===== src/rtl/program_loader.sv =====
// program_loader
//
// Loads a program image into the MC14500B text RAM while the core is held in
// reset. Instruction words arrive on a valid/ready stream. They are written to
// consecutive RAM addresses starting at 0. The unused tail of the RAM is then
// zero-filled with NOP0. The core stays in reset for HOLD_CYCLES further
// cycles, is released, and a one-cycle done pulse is raised.
//
// Ports:
//   clk, reset            - rising-edge clock, asynchronous active-high reset
//   load_start            - starts a load; only sampled while idle
//   word_valid/word_ready - stream handshake; a word is taken when both are high
//   word_data/word_last   - instruction word {opcode, address}; final-word flag
//   prog_write/addr/data  - registered text RAM write port
//   core_reset            - registered; holds the PC and ICU in reset
//   busy                  - high whenever the loader is not idle
//   done                  - one-cycle pulse when the core is released
//   error                 - sticky overflow flag; cleared by the next load_start
//   word_count            - words accepted in the current or most recent load
module program_loader #(
  parameter int ADDR_WIDTH        = 8,
  parameter int INSTRUCTION_WIDTH = 4,
  parameter int DATA_WIDTH        = ADDR_WIDTH + INSTRUCTION_WIDTH,
  parameter int HOLD_CYCLES       = 4
) (
  input  logic                  clk,
  input  logic                  reset,
  input  logic                  load_start,
  input  logic                  word_valid,
  output logic                  word_ready,
  input  logic [DATA_WIDTH-1:0] word_data,
  input  logic                  word_last,
  output logic                  prog_write,
  output logic [ADDR_WIDTH-1:0] prog_addr,
  output logic [DATA_WIDTH-1:0] prog_data,
  output logic                  core_reset,
  output logic                  busy,
  output logic                  done,
  output logic                  error,
  output logic [ADDR_WIDTH:0]   word_count
);

  localparam int HOLD_W = (HOLD_CYCLES < 2) ? 1 : $clog2(HOLD_CYCLES + 1);
  localparam logic [ADDR_WIDTH-1:0] PTR_MAX   = '1;
  localparam logic [HOLD_W-1:0]     HOLD_INIT = HOLD_W'(HOLD_CYCLES);
  localparam logic [HOLD_W-1:0]     HOLD_LAST = HOLD_W'(1);
  // NOP0 is opcode 0 with address 0.
  localparam logic [DATA_WIDTH-1:0] NOP0 =
    DATA_WIDTH'({{INSTRUCTION_WIDTH{1'b0}}, {ADDR_WIDTH{1'b0}}});

  typedef enum logic [1:0] {
    IDLE,
    LOAD,
    FILL,
    RELEASE
  } state_t;

  state_t                  state_q, state_d;
  logic [ADDR_WIDTH-1:0]   ptr_q, ptr_d;
  logic [ADDR_WIDTH:0]     word_count_q, word_count_d;
  logic [HOLD_W-1:0]       hold_q, hold_d;
  logic                    prog_write_q, prog_write_d;
  logic [ADDR_WIDTH-1:0]   prog_addr_q, prog_addr_d;
  logic [DATA_WIDTH-1:0]   prog_data_q, prog_data_d;
  logic                    core_reset_q, core_reset_d;
  logic                    done_q, done_d;
  logic                    error_q, error_d;

  // The stream is only accepted in LOAD, so ready is a pure decode of state.
  assign word_ready = (state_q == LOAD);
  assign busy       = (state_q != IDLE);

  assign prog_write = prog_write_q;
  assign prog_addr  = prog_addr_q;
  assign prog_data  = prog_data_q;
  assign core_reset = core_reset_q;
  assign done       = done_q;
  assign error      = error_q;
  assign word_count = word_count_q;

  always_comb begin
    state_d      = state_q;
    ptr_d        = ptr_q;
    word_count_d = word_count_q;
    hold_d       = hold_q;
    prog_write_d = 1'b0;
    prog_addr_d  = prog_addr_q;
    prog_data_d  = prog_data_q;
    core_reset_d = core_reset_q;
    done_d       = 1'b0;
    error_d      = error_q;

    case (state_q)
      IDLE: begin
        if (load_start) begin
          state_d      = LOAD;
          ptr_d        = '0;
          word_count_d = '0;
          error_d      = 1'b0;
          core_reset_d = 1'b1;
        end
      end

      LOAD: begin
        if (word_valid) begin
          prog_write_d = 1'b1;
          prog_addr_d  = ptr_q;
          prog_data_d  = word_data;
          ptr_d        = ptr_q + 1'b1;
          word_count_d = word_count_q + 1'b1;
          // Writing the top address ends the load. The RAM is full, so no
          // fill is needed. If the host had more words to send, flag overflow.
          if (ptr_q == PTR_MAX) begin
            if (!word_last) begin
              error_d = 1'b1;
            end
            state_d = RELEASE;
            hold_d  = HOLD_INIT;
          end else if (word_last) begin
            state_d = FILL;
          end
        end
      end

      FILL: begin
        prog_write_d = 1'b1;
        prog_addr_d  = ptr_q;
        prog_data_d  = NOP0;
        ptr_d        = ptr_q + 1'b1;
        if (ptr_q == PTR_MAX) begin
          state_d = RELEASE;
          hold_d  = HOLD_INIT;
        end
      end

      RELEASE: begin
        // The counter is loaded with HOLD_CYCLES on entry. Leaving when it
        // reads 1 keeps the core in reset for exactly HOLD_CYCLES cycles.
        if (hold_q == HOLD_LAST) begin
          state_d      = IDLE;
          core_reset_d = 1'b0;
          done_d       = 1'b1;
        end else begin
          hold_d = hold_q - 1'b1;
        end
      end

      default: begin
        state_d      = IDLE;
        core_reset_d = 1'b0;
      end
    endcase
  end

  // A reset in the middle of a load drops core_reset immediately, so the core
  // runs whatever partial image is in the RAM. The host must reload it.
  always_ff @(posedge clk or posedge reset) begin
    if (reset) begin
      state_q      <= IDLE;
      ptr_q        <= '0;
      word_count_q <= '0;
      hold_q       <= '0;
      prog_write_q <= 1'b0;
      prog_addr_q  <= '0;
      prog_data_q  <= '0;
      core_reset_q <= 1'b0;
      done_q       <= 1'b0;
      error_q      <= 1'b0;
    end else begin
      state_q      <= state_d;
      ptr_q        <= ptr_d;
      word_count_q <= word_count_d;
      hold_q       <= hold_d;
      prog_write_q <= prog_write_d;
      prog_addr_q  <= prog_addr_d;
      prog_data_q  <= prog_data_d;
      core_reset_q <= core_reset_d;
      done_q       <= done_d;
      error_q      <= error_d;
    end
  end

endmodule


===== config.mk =====
export PLATFORM = sky130hd
export DESIGN_NAME = program_loader
export DESIGN_NICKNAME = d
export VERILOG_FILES = /design/src/rtl/program_loader.sv
export SDC_FILE = /design/constraint.sdc
export NUM_CORES = 1
export LEC_CHECK = 0
export CAP_MARGIN = 10
export CORE_MARGIN = 3
export CORE_UTILIZATION = 50
export CTS_BUF_LIST = sky130_fd_sc_hd__clkbuf_8
export CTS_CLUSTER_DIAMETER = 200
export DETAILED_ROUTE_END_ITERATION = 8
export PLACE_DENSITY_LB_ADDON = 0.25
export SYNTH_ARGS = -nofsm -noshare
export SYNTH_HDL_FRONTEND = slang
export SYNTH_SLANG_ARGS = --single-unit

===== constraint.sdc =====
create_clock -name clk -period 2 [get_ports clk]
set_input_delay 0.4 -clock clk [delete_from_list [all_inputs] [get_ports clk]]
set_output_delay 0.4 -clock clk [all_outputs]
set_load 0.1 [all_outputs]

After elaboration in Yosys (flattened, before gate mapping)
Cells that the tools add are included.
{ "classes": {"add_sub_neg": 3, "n_reduce_logical": 14, "n_eq_ne": 13, "n_mux": 33} }
{ "op_table": {"columns": ["op", "count"], "rows": [
  ["$mux W8", 3],
  ["$pmux W12 S2", 1],
  ["$pmux W8 S3", 1],
  ["$mux W9", 2],
  ["$pmux W9 S2", 1],
  ["$pmux W8 S2", 1],
  ["$mux W12", 1],
  ["$mux W2", 6],
  ["$ne A2 B2 Y1 const B", 6],
  ["$reduce_and A3 Y1", 4],
  ["$reduce_and A5 Y1", 2],
  ["$add A9 B1 Y9 const B", 1],
  ["$mux W1", 9],
  ["$mux W3", 3],
  ["$pmux W3 S3", 1],
  ["$add A8 B1 Y8 const B", 1],
  ["$eq A8 B8 Y1 const B", 1],
  ["$pmux W2 S4", 1],
  ["$reduce_bool A2 Y1", 4],
  ["$pmux W1 S2", 3],
  ["$reduce_bool A3 Y1", 2],
  ["$eq A2 B2 Y1 const B", 2],
  ["$eq A3 B1 Y1 const B", 1],
  ["$ne A3 B1 Y1 const B", 1],
  ["5 further kinds", 5]
]} }
{ "word_totals": {"out_inout_bits": 35, "in_bits": 17, "wordCells": 73, "ff_bits": 46} }

Depth between registers and ports, before layout
{ "depth": {"word_depth": 4, "ltp_mapped": 7, "ltp_nobuf": 6} }

Worst setup path after synthesis
No wires, ideal clock.
{ "synth_path": {"kind": "reg-to-reg", "from": "register state_q[1]", "to": "register prog_addr_q[0] (netlist: prog_addr[0])", "slack_ps": -568, "path_stages_with_launch": 7, "setup_ps": 126, "arrival_time_ps": 2442, "required_ps": 1874, "period_less_slack_ps": 2568, "path_buffers": 1, "path_cell_list": "dfrtp_1 -> inv_1 -> ha_1 -> nor2b_2 -> or2_2 -> buf_2 -> mux2_2"} }
{ "synth_via": {"elab_chain_len": 3, "elab_cells_between_ends": 6, "cone_classes": "eq/ne: 3; mux: 1; reduce/logical: 2"} }
{ "synth_lines": {"columns": ["item", "line_no", "rtl"], "rows": [
  ["start, declared", "58", "state_t state_q, state_d;"],
  ["start signal, assigned", "170", "state_q <= state_d;"],
  ["$eq A2 B1 Y1 *", null, null],
  ["net word_ready", "30", "output logic word_ready,"],
  ["$ne A2 B2 Y1 (no line) or $reduce_bool A2 Y1 (tied branches)", null, null],
  ["$reduce_and A2 Y1 (no line)", null, null],
  ["end signal, assigned", "175", "prog_addr_q <= prog_addr_d;"],
  ["end, declared", "63", "logic [ADDR_WIDTH-1:0] prog_addr_q, prog_addr_d;"]
]} }
The timed path passes the listed nets; every way through them passes the cells marked *.
A chain may end at the register's enable or synchronous reset.

Worst setup path in the final report
{ "layout_path": {"from": "register state_q[1]", "to": "output port busy"} }
{ "layout_via": {"elab_chain_len": 1} }
{ "layout_lines": {"columns": ["item", "line_no", "rtl"], "rows": [
  ["$reduce_bool A2 Y1", "71", "assign busy = (state_q != IDLE);"],
  ["end, declared", "37", "output logic busy,"]
]} }
Every way passes these cells.

==> key figures <==
Worst setup path
  – CP cell instances: inv_1, ha_1, buf_4, inv_1, buf_12
  – Depth of the most critical reg-to-reg path: 6
  – Sort of element at the end of the critical path: output port
  – Worst setup path start: state_q[1]
  – Required time at the endpoint of the critical path: 1.60 ns
  – End of the worst register-to-register path: word_count[8]
  – Slowest stage delay, CP: 0.41 ns
  – Critical Path Most Common Cell: sky130_fd_sc_hd__inv_1
  – Worst reg2reg path startpoint: state_q[1]
  – CP Max Fanout: 4
  – Endpoint arrival time on the critical path: 1.53 ns
  – Kind of launch point of the worst setup path: flip-flop
  – Worst-path cell with the longest stage delay: sky130_fd_sc_hd__dfrtp_1
  – Setup slack, reg-to-reg: 0.08 ns
  – Setup Crit Path Kind: reg2out

STA
  – Final hold violation count: 0
  – Slew of the pin with the lowest slew margin: 0.614 ns
  – Final max-slew violation count: 0
  – Maximum operating frequency: 0.518 GHz
  – Largest clock skew in the final design: between 0.003 and 0.004 ns
  – Post-route minimum period: between 1.5 and 2 ns
  – Unrepaired setup endpoints after global routing: yes
  – Ratio of final minimum period to clock period: 96.4%
  – Max transition margin: 58.8%
  – Setup violators final: 0
  – Post-route setup slack: 0.0712 ns

Routing
  – DRC violations left: 0
  – Post-detailed-route count of antenna-violating nets: 0
  – Total routed wirelength: 5.45 mm
  – Detailed Route Iter0 Violations: 173
  – Total number of vias: between 2,000 and 2,500
  – Via density: 5.60
  – Average routed wire per standard cell: roughly 15 um
  – First-pass iteration count of the detailed router: 4

Yosys
  – Share of flip-flops with an asynchronous set or reset after synthesis: 100%
  – Number of nets produced by synthesis: ~270
  – Total of flip-flops plus latches after synthesis: 46
  – Number of distinct standard cells referenced by the synthesized netlist: 42
  – Most frequent cells after synthesis: sky130_fd_sc_hd__dfrtp_1, sky130_fd_sc_hd__nand2_1, sky130_fd_sc_hd__o21ai_0
  – Cell with the most instances after synthesis: sky130_fd_sc_hd__dfrtp_1
  – Post-synthesis instance area: 2400 um2
  – Sequential share of the synthesized area: 48.0%
  – Mapped Avg Cell Area: 9.79 um2
  – Largest cells by area after synthesis: sky130_fd_sc_hd__dfrtp_1, sky130_fd_sc_hd__a22o_1, sky130_fd_sc_hd__ha_1, sky130_fd_sc_hd__o21ai_0, sky130_fd_sc_hd__nand2_1
  – YS warnings: 0
  – Yosys top cell by area: sky130_fd_sc_hd__dfrtp_1
  – Number of enable-type register cells in the synthesized netlist: 0
  – Top flip-flop cell by instance count after synthesis: sky130_fd_sc_hd__dfrtp_1
  – Area share of the leading cell type in the synthesized netlist: about 48%
  – Instance count of the mapped netlist: 245

Clock tree
  – Number of hold-repair buffers added at the cts stage: 0
  – Clk slew on worst S/H paths: 0.08 ns
  – CTS H-tree depth: 2
  – Clock tree from TritonCTS: done
  – Skew-Pair Late Insertion Delay: ~0.30 ns
  – Number of buffers created by CTS: 5
  – Root buffer cell: sky130_fd_sc_hd__clkbuf_8
  – Max clock buf depth: 2
  – Clk sinks: 46

Floorplan
  – Placement Rows: 24
  – Die X-Extent: about 75 um
  – Count of boundary I/O pins: 52
  – Floorplan core area: 4500 um2
  – DIE HEIGHT: 75.3 um
  – Starting utilization of the core area: 53.2%
  – Total Die Area: 5660 um2

Finish
  – Count of nets after finishing: 338
  – Final antenna diode count: 0
  – Share of cells above drive strength 1: 26.3%
  – Layout area overhead: 32.4%
  – Final std cells w/o fill: 364
  – Post-layout util: 70.5%
  – Non-Filler Cell Area, Final: 3180 um2

Global routing
  – Via count of the first global-routing pass: roughly 1,900
  – Met2 Track Usage GR: 31.4%
  – Overflow left after global routing: 0
  – Met3 track demand over resource: 3.87%
  – Met1 Use GR: 28.7%
  – Overall fraction of global-route tracks in use: 20.8%
  – First-pass GRT wire length: 8.98 mm
  – Grt peak-use layer: met2
  – Maximum number of pins on one net before global-route repair: 22
  – Initial antenna violation count: 0

Placed design
  – Placed cells: 354
  – GPL Wtd Cong: 0.815
  – Number of buffer cells added on primary ports: 51
  – Post-detailed-placement half-perimeter wirelength: 3.96 mm
  – Setup Slack @ Placement: -0.0387 ns
  – Post-placement cell area: a little over 3000 um2

Status
  – Outcome: complete, no violations

Flow run
  – # Max-Cap Violations: 0

Min path
  – Class of the most critical hold timing path: in2async
critical path: cells and delay by family, from the launching register on:
family	cells	cell delay, ns
adder cells (fa/ha/maj)	1	0.25
buffers and inverters	4	0.56
flip-flops	1	0.41
worst max path at each step:
stage / end / slack [ns]
global placement: word_count[8] / 0.02
floorplan: prog_addr[0] / 0.008
finish: busy / 0.07
detailed placement: word_count[8] / -0.04
CTS: busy / 0.05
global route: word_count[8] / -0.05
stage by stage:
step | hold slack [ns] | setup TNS [ns]
global placement | 0.463 | 0
CTS | 0.411 | 0
floorplan | 0.473 | 0
finish | 0.403 | 0
global route | 0.459 | -0.0814
detailed placement | 0.471 | -0.111
state kept, by name (all words and copies together), names as in the netlist:
register,count
prog_data,12
ptr_q,8
state_q,2
core_reset,1
word_count,9
error,1
prog_addr,8
done,1
hold_q,3
prog_write,1
layout make-up:
cell class                 count  area, um2
clock buffer                   6       82.6
fill                         347       1330
tap                           52       65.1
multi-input combinational    170       1150
sequential                    46       1150
clock inverter                 2       8.76
timing repair buffer          68        638
inverter                      20       75.1
cells in the final DEF, fill, tap and decap left out, types with 8 or more instances in the layout:
master and n:
sky130_fd_sc_hd__a22o_1 17, sky130_fd_sc_hd__buf_4 45, sky130_fd_sc_hd__clkdlybuf4s50_1 16, sky130_fd_sc_hd__dfrtp_1 43, sky130_fd_sc_hd__ha_1 9, sky130_fd_sc_hd__inv_1 20
sky130_fd_sc_hd__nand2_1 26, sky130_fd_sc_hd__nand3_1 8, sky130_fd_sc_hd__nor2_1 13, sky130_fd_sc_hd__o21ai_0 25
kinds of logic after synthesis:
kind of cell | after synthesis | synth area share (%)
simple gates | 82 | 17.4
compound gates | 64 | 18.5
flops | 46 | 48.0
buf+inv | 29 | 4.80
fa+ha+maj | 10 | 5.22
mux | 9 | 4.28
xor+xnor | 5 | 1.83
layer usage:
| layer | part of all wire, % | wire [um] |
|---|---|---|
| met1 | 46 | 2530 |
| met2 | 47 | 2570 |
| met3 | 4.7 | 258 |
| met4 | 1.8 | 99 |
| met5 | 0 | 0 |
repair_timing:
action / CTS / global route
endpoints found under the setup margin: 0 / 7
resized for setup: 0 / 3
setup buffers: 0 / 2
Power is left out: the tool's default activity adds up to more than one toggle a clock period on the data nets, which glitch-free logic cannot reach.
